`src/rtl/uart_bus_master_pkg.sv`:
```
// Shared definitions for the UART bus master: command opcodes, FSM state
// encoding and the bit-period helper.
package uart_bus_master_pkg;

  localparam logic [7:0] OP_WRITE = 8'h57;  // 'W'
  localparam logic [7:0] OP_READ  = 8'h52;  // 'R'
  localparam logic [7:0] OP_HALT  = 8'h48;  // 'H'
  localparam logic [7:0] OP_GO    = 8'h47;  // 'G'
  localparam logic [7:0] OP_ACK   = 8'h4B;  // 'K'

  typedef enum logic [2:0] {
    IDLE    = 3'd0,
    ADDR    = 3'd1,
    DATA    = 3'd2,
    BUS_WR  = 3'd3,
    WAIT_WR = 3'd4,
    BUS_RD  = 3'd5,
    WAIT_RD = 3'd6,
    REPLY   = 3'd7
  } state_e;

  // Clock cycles per serial bit, truncated.
  function automatic int unsigned bit_period(input int unsigned freq_mhz,
                                             input int unsigned bauds);
    return (freq_mhz * 32'd1000000) / bauds;
  endfunction

endpackage

```
`src/rtl/uart_bus_master_phy.sv`:
```
// uart_phy_8n1: 8N1 serial receiver and transmitter, LSB first, idle high.
// Ports:
//   clk_i, rst_ni          clock, async active-low reset
//   rxd_i                  raw serial input (asynchronous to clk_i)
//   txd_o                  registered serial output
//   rx_data_o, rx_valid_o  received byte, one-cycle valid pulse (good stop bit only)
//   tx_data_i, tx_valid_i  byte to send, accepted when tx_valid_i && !tx_busy_o
//   tx_busy_o              transmitter busy (start..end of stop bit)
module uart_phy_8n1 #(
  parameter int unsigned CLKS_PER_BIT = 434
) (
  input  logic       clk_i,
  input  logic       rst_ni,
  input  logic       rxd_i,
  output logic       txd_o,
  output logic [7:0] rx_data_o,
  output logic       rx_valid_o,
  input  logic [7:0] tx_data_i,
  input  logic       tx_valid_i,
  output logic       tx_busy_o
);

  localparam int unsigned CW   = $clog2(CLKS_PER_BIT + 1);
  localparam int unsigned HALF = (CLKS_PER_BIT / 2 > 1) ? (CLKS_PER_BIT / 2 - 1) : 0;
  localparam logic [CW-1:0] BIT_LAST  = CW'(CLKS_PER_BIT - 1);
  localparam logic [CW-1:0] HALF_LAST = CW'(HALF);

  logic          rx_meta_q, rx_sync_q, rx_prev_q;
  logic          rx_active_q;
  logic [CW-1:0] rx_cnt_q;
  logic [3:0]    rx_bit_q;
  logic [7:0]    rx_shift_q;
  logic [7:0]    rx_data_q;
  logic          rx_valid_q;

  logic          txd_q;
  logic          tx_busy_q;
  logic [CW-1:0] tx_cnt_q;
  logic [3:0]    tx_left_q;
  logic [8:0]    tx_shift_q;

  // Two-flop synchronizer plus delayed copy for falling-edge detection.
  always_ff @(posedge clk_i or negedge rst_ni) begin
    if (!rst_ni) begin
      rx_meta_q <= 1'b1;
      rx_sync_q <= 1'b1;
      rx_prev_q <= 1'b1;
    end else begin
      rx_meta_q <= rxd_i;
      rx_sync_q <= rx_meta_q;
      rx_prev_q <= rx_sync_q;
    end
  end

  // Receiver: bit 0 = start, 1..8 = data, 9 = stop; each sampled mid-bit.
  always_ff @(posedge clk_i or negedge rst_ni) begin
    if (!rst_ni) begin
      rx_active_q <= 1'b0;
      rx_cnt_q    <= '0;
      rx_bit_q    <= '0;
      rx_shift_q  <= '0;
      rx_data_q   <= '0;
      rx_valid_q  <= 1'b0;
    end else begin
      rx_valid_q <= 1'b0;
      if (!rx_active_q) begin
        if (rx_prev_q && !rx_sync_q) begin
          rx_active_q <= 1'b1;
          rx_cnt_q    <= HALF_LAST;
          rx_bit_q    <= '0;
        end
      end else if (rx_cnt_q != '0) begin
        rx_cnt_q <= rx_cnt_q - CW'(1);
      end else begin
        rx_cnt_q <= BIT_LAST;
        rx_bit_q <= rx_bit_q + 4'd1;
        if (rx_bit_q == 4'd0) begin
          // Start bit gone high again at mid-bit: glitch, not a frame.
          if (rx_sync_q) rx_active_q <= 1'b0;
        end else if (rx_bit_q == 4'd9) begin
          rx_active_q <= 1'b0;
          // A low stop bit discards the frame silently.
          if (rx_sync_q) begin
            rx_data_q  <= rx_shift_q;
            rx_valid_q <= 1'b1;
          end
        end else begin
          rx_shift_q <= {rx_sync_q, rx_shift_q[7:1]};
        end
      end
    end
  end

  // Transmitter: start bit driven on load, then 8 data bits and the stop bit.
  always_ff @(posedge clk_i or negedge rst_ni) begin
    if (!rst_ni) begin
      txd_q      <= 1'b1;
      tx_busy_q  <= 1'b0;
      tx_cnt_q   <= '0;
      tx_left_q  <= '0;
      tx_shift_q <= '0;
    end else if (!tx_busy_q) begin
      if (tx_valid_i) begin
        txd_q      <= 1'b0;
        tx_busy_q  <= 1'b1;
        tx_cnt_q   <= BIT_LAST;
        tx_left_q  <= 4'd9;
        tx_shift_q <= {1'b1, tx_data_i};
      end
    end else if (tx_cnt_q != '0) begin
      tx_cnt_q <= tx_cnt_q - CW'(1);
    end else if (tx_left_q == '0) begin
      tx_busy_q <= 1'b0;
    end else begin
      txd_q      <= tx_shift_q[0];
      tx_shift_q <= {1'b1, tx_shift_q[8:1]};
      tx_left_q  <= tx_left_q - 4'd1;
      tx_cnt_q   <= BIT_LAST;
    end
  end

  assign txd_o      = txd_q;
  assign tx_busy_o  = tx_busy_q;
  assign rx_data_o  = rx_data_q;
  assign rx_valid_o = rx_valid_q;

endmodule

```
`src/rtl/uart_bus_master.sv`:
```
// uart_bus_master: host-controlled memory bus master over an 8N1 UART.
// Commands: 'W' a0..a3 d0..d3 -> write, reply 'K'; 'R' a0..a3 -> read,
// reply 4 data bytes LE; 'H'/'G' set/clear cpu_halt, reply 'K'.
// Ports:
//   clk, resetq                system clock, async active-low reset
//   RXD, TXD                   serial link to host
//   mem_addr, mem_wdata        bus address (word aligned) and write data
//   mem_wmask, mem_rstrb       one-cycle write enable / read strobe
//   mem_rdata, mem_rbusy       read data and read-in-progress
//   mem_wbusy                  write-in-progress
//   cpu_halt                   holds the CPU while high
module uart_bus_master
  import uart_bus_master_pkg::*;
#(
  parameter int unsigned FREQ_MHZ    = 50,
  parameter int unsigned BAUDS       = 115200,
  parameter int unsigned TIMEOUT_CYC = 1000000
) (
  input  logic        clk,
  input  logic        resetq,
  input  logic        RXD,
  output logic        TXD,
  output logic [31:0] mem_addr,
  output logic [31:0] mem_wdata,
  output logic [3:0]  mem_wmask,
  output logic        mem_rstrb,
  input  logic [31:0] mem_rdata,
  input  logic        mem_rbusy,
  input  logic        mem_wbusy,
  output logic        cpu_halt
);

  localparam int unsigned CLKS_PER_BIT = bit_period(FREQ_MHZ, BAUDS);
  localparam int unsigned TW           = $clog2(TIMEOUT_CYC + 1);
  localparam logic [TW-1:0] TMO_LAST   = TW'(TIMEOUT_CYC - 1);
  localparam logic [31:0] ADDR_MASK    = 32'hFFFF_FFFC;

  logic [7:0] rx_data;
  logic       rx_valid;
  logic       tx_busy;
  logic       tx_valid_c;
  logic [7:0] tx_data_c;

  state_e        state_q, state_d;
  logic          is_wr_q, is_wr_d;
  logic [1:0]    cnt_q, cnt_d;
  logic [31:0]   addr_q, addr_d;
  logic [31:0]   wdata_q, wdata_d;
  logic [31:0]   reply_q, reply_d;
  logic [2:0]    left_q, left_d;
  logic [TW-1:0] tmo_q, tmo_d;
  logic [3:0]    wmask_q, wmask_d;
  logic          rstrb_q, rstrb_d;
  logic          halt_q, halt_d;

  uart_phy_8n1 #(
    .CLKS_PER_BIT(CLKS_PER_BIT)
  ) u_phy (
    .clk_i     (clk),
    .rst_ni    (resetq),
    .rxd_i     (RXD),
    .txd_o     (TXD),
    .rx_data_o (rx_data),
    .rx_valid_o(rx_valid),
    .tx_data_i (tx_data_c),
    .tx_valid_i(tx_valid_c),
    .tx_busy_o (tx_busy)
  );

  // State and datapath registers.
  always_ff @(posedge clk or negedge resetq) begin
    if (!resetq) begin
      state_q <= IDLE;
      is_wr_q <= 1'b0;
      cnt_q   <= '0;
      addr_q  <= '0;
      wdata_q <= '0;
      reply_q <= '0;
      left_q  <= '0;
      tmo_q   <= '0;
      wmask_q <= '0;
      rstrb_q <= 1'b0;
      halt_q  <= 1'b0;
    end else begin
      state_q <= state_d;
      is_wr_q <= is_wr_d;
      cnt_q   <= cnt_d;
      addr_q  <= addr_d;
      wdata_q <= wdata_d;
      reply_q <= reply_d;
      left_q  <= left_d;
      tmo_q   <= tmo_d;
      wmask_q <= wmask_d;
      rstrb_q <= rstrb_d;
      halt_q  <= halt_d;
    end
  end

  // Command decode, bus sequencing and reply streaming.
  always_comb begin
    state_d    = state_q;
    is_wr_d    = is_wr_q;
    cnt_d      = cnt_q;
    addr_d     = addr_q;
    wdata_d    = wdata_q;
    reply_d    = reply_q;
    left_d     = left_q;
    tmo_d      = '0;
    wmask_d    = '0;
    rstrb_d    = 1'b0;
    halt_d     = halt_q;
    tx_valid_c = 1'b0;

    case (state_q)
      IDLE: begin
        if (rx_valid) begin
          case (rx_data)
            OP_WRITE: begin
              is_wr_d = 1'b1;
              cnt_d   = '0;
              state_d = ADDR;
            end
            OP_READ: begin
              is_wr_d = 1'b0;
              cnt_d   = '0;
              state_d = ADDR;
            end
            OP_HALT, OP_GO: begin
              halt_d  = (rx_data == OP_HALT);
              reply_d = {24'h0, OP_ACK};
              left_d  = 3'd1;
              state_d = REPLY;
            end
            default: state_d = IDLE;
          endcase
        end
      end
      ADDR: begin
        if (rx_valid) begin
          // Little-endian shift-in; low two bits always end up cleared.
          addr_d = {rx_data, addr_q[31:8]} & ADDR_MASK;
          cnt_d  = cnt_q + 2'd1;
          if (cnt_q == 2'd3) begin
            if (is_wr_q) begin
              state_d = DATA;
            end else begin
              rstrb_d = 1'b1;
              state_d = BUS_RD;
            end
          end
        end else if (tmo_q == TMO_LAST) begin
          state_d = IDLE;
        end else begin
          tmo_d = tmo_q + TW'(1);
        end
      end
      DATA: begin
        if (rx_valid) begin
          wdata_d = {rx_data, wdata_q[31:8]};
          cnt_d   = cnt_q + 2'd1;
          if (cnt_q == 2'd3) begin
            wmask_d = 4'hF;
            state_d = BUS_WR;
          end
        end else if (tmo_q == TMO_LAST) begin
          state_d = IDLE;
        end else begin
          tmo_d = tmo_q + TW'(1);
        end
      end
      BUS_WR: state_d = WAIT_WR;
      WAIT_WR: begin
        if (!mem_wbusy) begin
          reply_d = {24'h0, OP_ACK};
          left_d  = 3'd1;
          state_d = REPLY;
        end
      end
      BUS_RD: state_d = WAIT_RD;
      WAIT_RD: begin
        if (!mem_rbusy) begin
          reply_d = mem_rdata;
          left_d  = 3'd4;
          state_d = REPLY;
        end
      end
      REPLY: begin
        if (!tx_busy) begin
          tx_valid_c = 1'b1;
          reply_d    = {8'h00, reply_q[31:8]};
          left_d     = left_q - 3'd1;
          if (left_q == 3'd1) state_d = IDLE;
        end
      end
      default: state_d = IDLE;
    endcase
  end

  assign tx_data_c = reply_q[7:0];
  assign mem_addr  = addr_q;
  assign mem_wdata = wdata_q;
  assign mem_wmask = wmask_q;
  assign mem_rstrb = rstrb_q;
  assign cpu_halt  = halt_q;

endmodule

```
`config.mk`:
```
export PLATFORM = sky130hd
export DESIGN_NAME = uart_bus_master
export DESIGN_NICKNAME = d
export VERILOG_FILES = /design/src/rtl/uart_bus_master_pkg.sv /design/src/rtl/uart_bus_master_phy.sv /design/src/rtl/uart_bus_master.sv
export SDC_FILE = /design/constraint.sdc
export NUM_CORES = 1
export LEC_CHECK = 0
export ABC_AREA = 1
export BUFFER_PORTS_ARGS = -buffer_cell sky130_fd_sc_hd__buf_2
export CAP_MARGIN = 20
export CORE_ASPECT_RATIO = 0.5
export CORE_MARGIN = 5
export CORE_UTILIZATION = 43
export CTS_CLUSTER_DIAMETER = 120
export DETAILED_ROUTE_END_ITERATION = 10
export GPL_TIMING_DRIVEN = 0
export SLEW_MARGIN = 20
export SYNTH_ARGS = -nofsm -noshare
export SYNTH_HDL_FRONTEND = slang
export SYNTH_SLANG_ARGS = --single-unit
export TNS_END_PERCENT = 30
```
`constraint.sdc`:
```
create_clock -name clk -period 1.8 [get_ports clk]
set_clock_uncertainty 0.15 [all_clocks]
set_input_delay 0.09 -clock clk [delete_from_list [all_inputs] [get_ports clk]]
set_output_delay 0.09 -clock clk [all_outputs]
set_load 0.005 [all_outputs]
```
==> metrics.md, run 1 <==
| Metric | Value |
|---|---|
| Status | finished with violations |
| Failing checks | negative setup slack |
| Inserted Diodes | 0 |
| Core area | 0.0195 sq mm |
| Layout cells sized above 1 | 0.288 |
| Fin. Hold Viols | 0 |
| RSZ-0062 raised after global routing | yes |
| Grt total ovfl | 0 |
| CTS H-tree depth | 4 |
| Fill cells | 1746 |
| FF-to-FF Start | u_phy.rx_data_o[4]$_DFFE_PN0P_ |
| Net Switching | 0.00506 W |
| Initial Util | 0.438 |
| Routed via count | 7162 |
| Yosys warns | 0 |
| Sequential share of power | 0.391 |
| Reg clk slew, reported paths | 70 ps |
| R2r setup slk | -80 ps |
| Syn_area_per_cell | 8.67 sq um |
| DIE AREA | 0.0229 sq mm |
| Largest net degree at the start of global routing | 76 |
| Num CTS Buffers | 17 |
| DRC | 0 |
| Sw Share | 0.358 |
| Worst r2r dst | reply_q[4]$_DFFE_PN0P_ |
| Worst slew pin tran | 555 ps |
| Maxcap violations | 0 |
| Max VDD drop | 0.000863 V |
| Top Ports | 108 |
| Fin. max-slew vios | 0 |
| Pre-Repair DR Iteration Count | 5 |
| Crit path largest cell delay | 440 ps |
| Hold path depth | 7 |
| P_int | 0.00906 W |
| Vias/cell | 4.89 |
| Placer Congestion | 0.837 |
| Area occupied by multi-input gates | 0.00362 sq mm |
| Hold_ws | 36.9 ps |
| Final cycle utilization of the critical path | 1.05 |
| Maximum clock frequency | 531 MHz |
| Worst EP arrival | 2050 ps |
| Area Growth Syn to Fin | 31.9% |
| Final core occ | 0.577 |
| Register area share after synthesis | 0.540 |
| Number of buffers added on ports | 105 |
| Synth Instances | 984 |
| Startpoint types | flop |
| Critical path endpoint category | flop |
| Clock latency on the worst-skew pair | 440 ps |
| Root Buffer Master | clkbuf_16 |
| Most used cell, CP | nand2_2 |
| DRT antenna net count | 0 |
| CP max FO | 7 |
| Die width | 209 um |
| FF/Latch Area | 0.00461 sq mm |
| Number of DRC markers in iteration 0 | 361 |
| PwrDens | 1250 mW/mm^2 |
| Final Worst Setup Slack | -83.9 ps |
| Post-Place Setup Slack | -274 ps |
| Vias in the first global route | 6910 |
| Routed WL per cell | 14.2 um |
| Critical path origin | u_phy.rx_data_o[4]$_DFFE_PN0P_ |
| Final wirelength | 20.8 mm |
| Pleak | 5.47 nW |
| Slowest stage cell, crit path | dfrtp_2 |
| R2r worst-path depth | 9 |
| Flops & latches, synth | 184 |
| Post-Syn Area | 0.00854 sq mm |
| CP Capture Point | reply_q[4]$_DFFE_PN0P_ |
| Comb power frac | 0.347 |
| Clock Power Share | 0.263 |
| Maximum clock insertion buffer count | 2 |
| First-pass GRT wire length | 33.9 mm |
| Die Y | 110 um |
| Post-DP HPWL | 13.8 mm |
| Max_slew headroom | 0.630 |
| Number of library cell types mapped by synthesis | 42 |
| Total GRT Usage | 0.181 |
| Initial antenna violation count | 0 |
| Min cycle time layout | 1880 ps |
| Worst Hold Class | primary input to flop |
| Row Count | 36 |
| # setup viols final | 14 |
| WP data required | 1970 ps |
| Worst path cell trace | or2_0 -> nor2_2 -> nand3_2 -> nand2_2 -> nand2_4 -> buf_8 -> buf_12 -> nand2_2 -> o21ai_1 |
| CP Class | flop to flop |
| Nets | 1232 |
| CTS tree | done |
| Sink Count | 184 |
[synth_stat cells, drive strengths merged]
library cell	n	area share
conb	1	0.00044
clkbuf	9	0.0041
o21ai	140	0.091
nand2	287	0.13
o22ai	2	0.0015
ha	10	0.015
nor2	78	0.039
nor4	2	0.0015
a31oi	1	0.00073
nand3	46	0.028
buf	34	0.029
a21oi	17	0.010
inv	99	0.044
xnor2	3	0.0031
xor2	10	0.010
o211ai	3	0.0026
dfstp	4	0.012
nand4	11	0.0098
mux2i	7	0.0082
dfrtp	180	0.53
a22oi	20	0.018
nor3b	3	0.0032
nor3	13	0.0095
or2	4	0.0029
[registers in the layout, indices dropped and copies added, names as in the netlist, 2 cells and up]
name and cells:
reply_q 32, u_phy.rx_shift_q 8, u_phy.rx_data_o 8, u_phy.rx_cnt_q 9, cnt_q 2, left_q 3, state_q 3, mem_addr 30
u_phy.rx_bit_q 4, u_phy.tx_shift_q 9, tmo_q 20, u_phy.tx_left_q 4, mem_wdata 32, u_phy.tx_cnt_q 9
[critical path, delay by kind of cell, from the launching register on]
kind	cells	cell delay, ps
simple gates	6	800
flops	1	440
buf+inv	2	310
compound gates	1	60
[cells in the final DEF, fill, tap and decap left out, types with 5 or more instances in the layout]
cell / instances
nand4_1: 10
dfrtp_1: 176
nand3_1: 39
inv_2: 11
nand3_2: 5
nor2_1: 58
nand2_2: 26
o21ai_1: 42
inv_6: 5
a22oi_1: 20
o21ai_0: 73
nand2_4: 12
nand2_1: 247
clkbuf_4: 5
inv_1: 86
a21oi_1: 15
buf_6: 16
clkbuf_16: 19
buf_4: 36
clkinvlp_4: 5
buf_8: 6
mux2i_1: 7
buf_2: 109
o21ai_2: 25
dlygate4sd3_1: 38
ha_1: 7
xor2_1: 10
nor2_2: 13
nor2_4: 6
nor3_1: 7
[worst min-delay path by stage]
stage          startpoint                        endpoint  slack, ps
3_5_place_dp       resetq   u_phy.tx_cnt_q[2]$_DFFE_PN0P_       -140
5_1_grt            resetq         u_phy.txd_o$_DFFE_PN1P_         50
2_1_floorplan      resetq            cnt_q[0]$_DFFE_PN0P_       -360
6_report        mem_wbusy           left_q[0]$_DFFE_PN0P_         40
4_1_cts            resetq  u_phy.tx_left_q[0]$_DFFE_PN0P_        -20
3_3_place_gp          RXD       u_phy.rx_meta_q$_DFF_PN1_         50
[cell families after synthesis]
logic type / after synthesis / synth area share
adders and majority gates: 10 / 0.0147
AOI/OAI and AO/OA: 183 / 0.123
other: 1 / 0.000439
DFF: 184 / 0.540
and+or+nand+nor: 444 / 0.223
xor gates and xnor gates: 13 / 0.0133
muxes: 7 / 0.00821
buffers and inverters: 142 / 0.0770
[final cells by class]
class,count,share of cell area
inverter,99,0.0335
sequential,184,0.410
clock inverter,14,0.0121
buffer,43,0.0346
clock buffer,18,0.0390
multi-input combinational,659,0.322
timing repair buffer,181,0.120
tap,266,0.0296
[power by group through the flow]
stage          logic, W  registers, W  clock network [W]
3_3_place_gp    0.00344       0.00547                  0
5_1_grt         0.00547       0.00562            0.00398
3_5_place_dp    0.00356       0.00550                  0
2_1_floorplan   0.00275       0.00538                  0
6_report        0.00490       0.00552            0.00371
4_1_cts         0.00383       0.00543            0.00378
[per-stage QoR]
stage / cells / power (W) / instance area (sq um) / setup TNS [ps]
finish: 1464 / 0.0141 / 11300 / -852
floorplan: 985 / 0.00812 / 8540 / 0
global placement: 1356 / 0.00891 / 9400 / -478700
global route: 1464 / 0.0151 / 11300 / -4460
detailed placement: 1358 / 0.00906 / 9460 / -13820
CTS: 1442 / 0.0130 / 10600 / -868
[per-layer routing]
metal	vias up	part of all wire	global-route usage
li1	3577	-	-
met1	3474	0.45	0.238
met2	94	0.51	0.310
met3	17	0.032	0.0408
met4	0	0.0082	0.0428
met5	-	0	0
[repair_timing]
action / in CTS / in global routing
gates resized for setup: 33 / 144
setup endpoints to repair: 135 / 163
gates cloned: 1 / 3
hold buffers: 36 / 3
buffers inserted: 15 / 17
endpoints found under the hold margin: 142 / 3
pin swaps: 3 / 16
Power figures use the tool's default switching activity.
==> run 2: changes to the inputs <==
==> constraint.sdc (replaced) <==
create_clock -name clk -period 1.8 [get_ports clk]
set_clock_uncertainty 0.15 [all_clocks]
set_input_delay 0 -clock clk [delete_from_list [all_inputs] [get_ports clk]]
set_output_delay 0 -clock clk [all_outputs]
set_load 0.005 [all_outputs]
==> metrics.md, run 2 (same netlist as run 1, synthesis figures left out) <==
| Metric | Value |
|---|---|
| Status | finished with violations |
| Failing checks | negative hold slack, negative setup slack |
| PwrDens | 1260 mW/mm^2 |
| DIE AREA | 0.0229 sq mm |
| Fin. max-slew vios | 0 |
| R2r setup slk | -90 ps |
| Sink Count | 184 |
| Hold_buf cts | 36 |
| CP max FO | 7 |
| Global Route met3 Usage | 0.0408 |
| Startpoint types | flop |
| M2 GR Usage | 0.308 |
| Fill cells | 1746 |
| Commonest non-fill, non-tap cell in the layout | nand2_1 |
| Hold_ws | -97.4 ps |
| Post-DP Area | 0.00946 sq mm |
| Largest net degree at the start of global routing | 76 |
| Pre-Repair DR Iteration Count | 5 |
| Worst slew pin tran | 558 ps |
| Sequential share of power | 0.391 |
| DP Cell Count | 1358 |
| Die Y | 110 um |
| P_int | 0.00905 W |
| Critical path origin | u_phy.rx_data_o[4]$_DFFE_PN0P_ |
| Routed WL per cell | 14.1 um |
| Worst r2r dst | reply_q[4]$_DFFE_PN0P_ |
| GRT Max-Usage Layer | met2 |
| First-pass GRT wire length | 33.7 mm |
| Most frequent cells in the layout | nand2_1, dfrtp_1, buf_2, inv_1, o21ai_0 |
| Layout cells sized above 1 | 0.287 |
| Grt total ovfl | 0 |
| Fin. Hold Viols | 44 |
| Max_slew headroom | 0.628 |
| GR Util met1 | 0.235 |
| Initial antenna violation count | 0 |
| FF-to-FF Start | u_phy.rx_data_o[4]$_DFFE_PN0P_ |
| Maximum clock frequency | 530 MHz |
| Net Switching | 0.00505 W |
| Sw Share | 0.358 |
| Clock Power Share | 0.263 |
| Number of DRC markers in iteration 0 | 370 |
| DRC | 0 |
| Vias/cell | 4.89 |
| CP Class | flop to flop |
| Critical path endpoint category | flop |
| Top Ports | 108 |
| # setup viols final | 14 |
| Vias in the first global route | 6907 |
| RSZ-0062 raised after global routing | yes |
| R2r worst-path depth | 9 |
| Post-DP HPWL | 13.8 mm |
| Row Count | 36 |
| Total GRT Usage | 0.180 |
| Area occupied by multi-input gates | 0.00361 sq mm |
| Worst Hold Class | primary input to asynchronous set/reset pin |
| Reg clk slew, reported paths | 70 ps |
| Post-route cell area | 0.0112 sq mm |
| Worst EP arrival | 2050 ps |
| Maximum clock insertion buffer count | 2 |
| FF/Latch Area | 0.00461 sq mm |
| Placer Congestion | 0.837 |
| Initial Util | 0.438 |
| Inserted Diodes | 0 |
| WP data required | 1970 ps |
| Routed via count | 7146 |
| Num CTS Buffers | 17 |
| Die width | 209 um |
| Final non-filler cell total | 1461 |
| CTS tree | done |
| Area Growth Syn to Fin | 31.4% |
| Max VDD drop | 0.000864 V |
| Pleak | 5.45 nW |
| Clock latency on the worst-skew pair | 440 ps |
| DRT antenna net count | 0 |
| Root Buffer Master | clkbuf_16 |
| Number of buffers added on ports | 105 |
| Comb power frac | 0.345 |
| Final Worst Setup Slack | -85.3 ps |
| Core area | 0.0195 sq mm |
| Maxcap violations | 0 |
| Final core occ | 0.575 |
| Min cycle time layout | 1890 ps |
| CTS H-tree depth | 4 |
| Final cycle utilization of the critical path | 1.05 |
| Nets | 1229 |
| Final wirelength | 20.6 mm |
-- run 2: cell types whose count changed in the layout (fill, tap and decap cells not counted) --
cell,previous run,this run
buf_12,4,3
dlygate4sd3_1,38,36
nand3_2,5,4
nand3_1,39,40
-- run 2: worst max-delay path by stage --
stage | endpoint | slack (ps) | cells past startpoint
after floorplan | u_phy.rx_shift_q[5]$_DFFE_PN0P_ | 40 | 8
after global placement | u_phy.rx_cnt_q[5]$_DFFE_PN0P_ | -2500 | 1
after detailed placement | u_phy.rx_shift_q[5]$_DFFE_PN0P_ | -270 | 8
after CTS | reply_q[28]$_DFFE_PN0P_ | -80 | 9
after global routing | reply_q[4]$_DFFE_PN0P_ | -150 | 9
final | reply_q[4]$_DFFE_PN0P_ | -90 | 9
-- run 2: repair_timing --
| action | in CTS | in global routing |
|---|---|---|
| cloned | 1 | 3 |
| resized for setup | 33 | 143 |
| pin swaps | 3 | 16 |
| setup buffers | 15 | 17 |
| endpoints found under the hold margin | 144 | 44 |
| setup endpoints to repair | 135 | 163 |
-- run 2: area by class of cell --
class | instances | area share
timing repair buffer | 178 | 0.117
clock buffer | 18 | 0.0392
clock inverter | 14 | 0.0122
sequential | 184 | 0.412
multi-input combinational | 659 | 0.322
tap | 266 | 0.0297
inverter | 99 | 0.0336
buffer | 43 | 0.0347
-- run 2: worst max-delay path, stage by stage, from the launching register on --
cell and delay (ps):
dfrtp_2 440, or2_0 240, nor2_2 200, nand3_2 110
nand2_2 100, nand2_4 110, buf_8 170, buf_12 140
nand2_2 50, o21ai_1 50
-- run 2: per-stage QoR --
stage                     hold WS [ps]  TNS, ps  power [W]  setup WS, ps
after global placement           -44.2  -462140    0.00891         -2500
final                            -97.4     -877     0.0141         -85.3
after detailed placement          -226   -13820    0.00906          -274
after CTS                        -94.5     -868     0.0130         -79.7
after global routing             -70.7    -4460     0.0150          -152
after floorplan                   -446        0    0.00812          36.2
-- run 2: power groups by stage --
| stage | clock, W | sequential [W] | combinational (W) |
|---|---|---|---|
| after floorplan | 0 | 0.00538 | 0.00275 |
| after global placement | 0 | 0.00547 | 0.00344 |
| after detailed placement | 0 | 0.00550 | 0.00356 |
| after CTS | 0.00378 | 0.00543 | 0.00382 |
| after global routing | 0.00398 | 0.00562 | 0.00544 |
| final | 0.00371 | 0.00552 | 0.00487 |
-- run 2: metal layers --
| metal | vias to the layer above | part of all wire |
|---|---|---|
| met3 | 21 | 0.031 |
| met5 | - | 0 |
| li1 | 3570 | - |
| met1 | 3465 | 0.45 |
| met2 | 90 | 0.51 |
| met4 | 0 | 0.0095 |
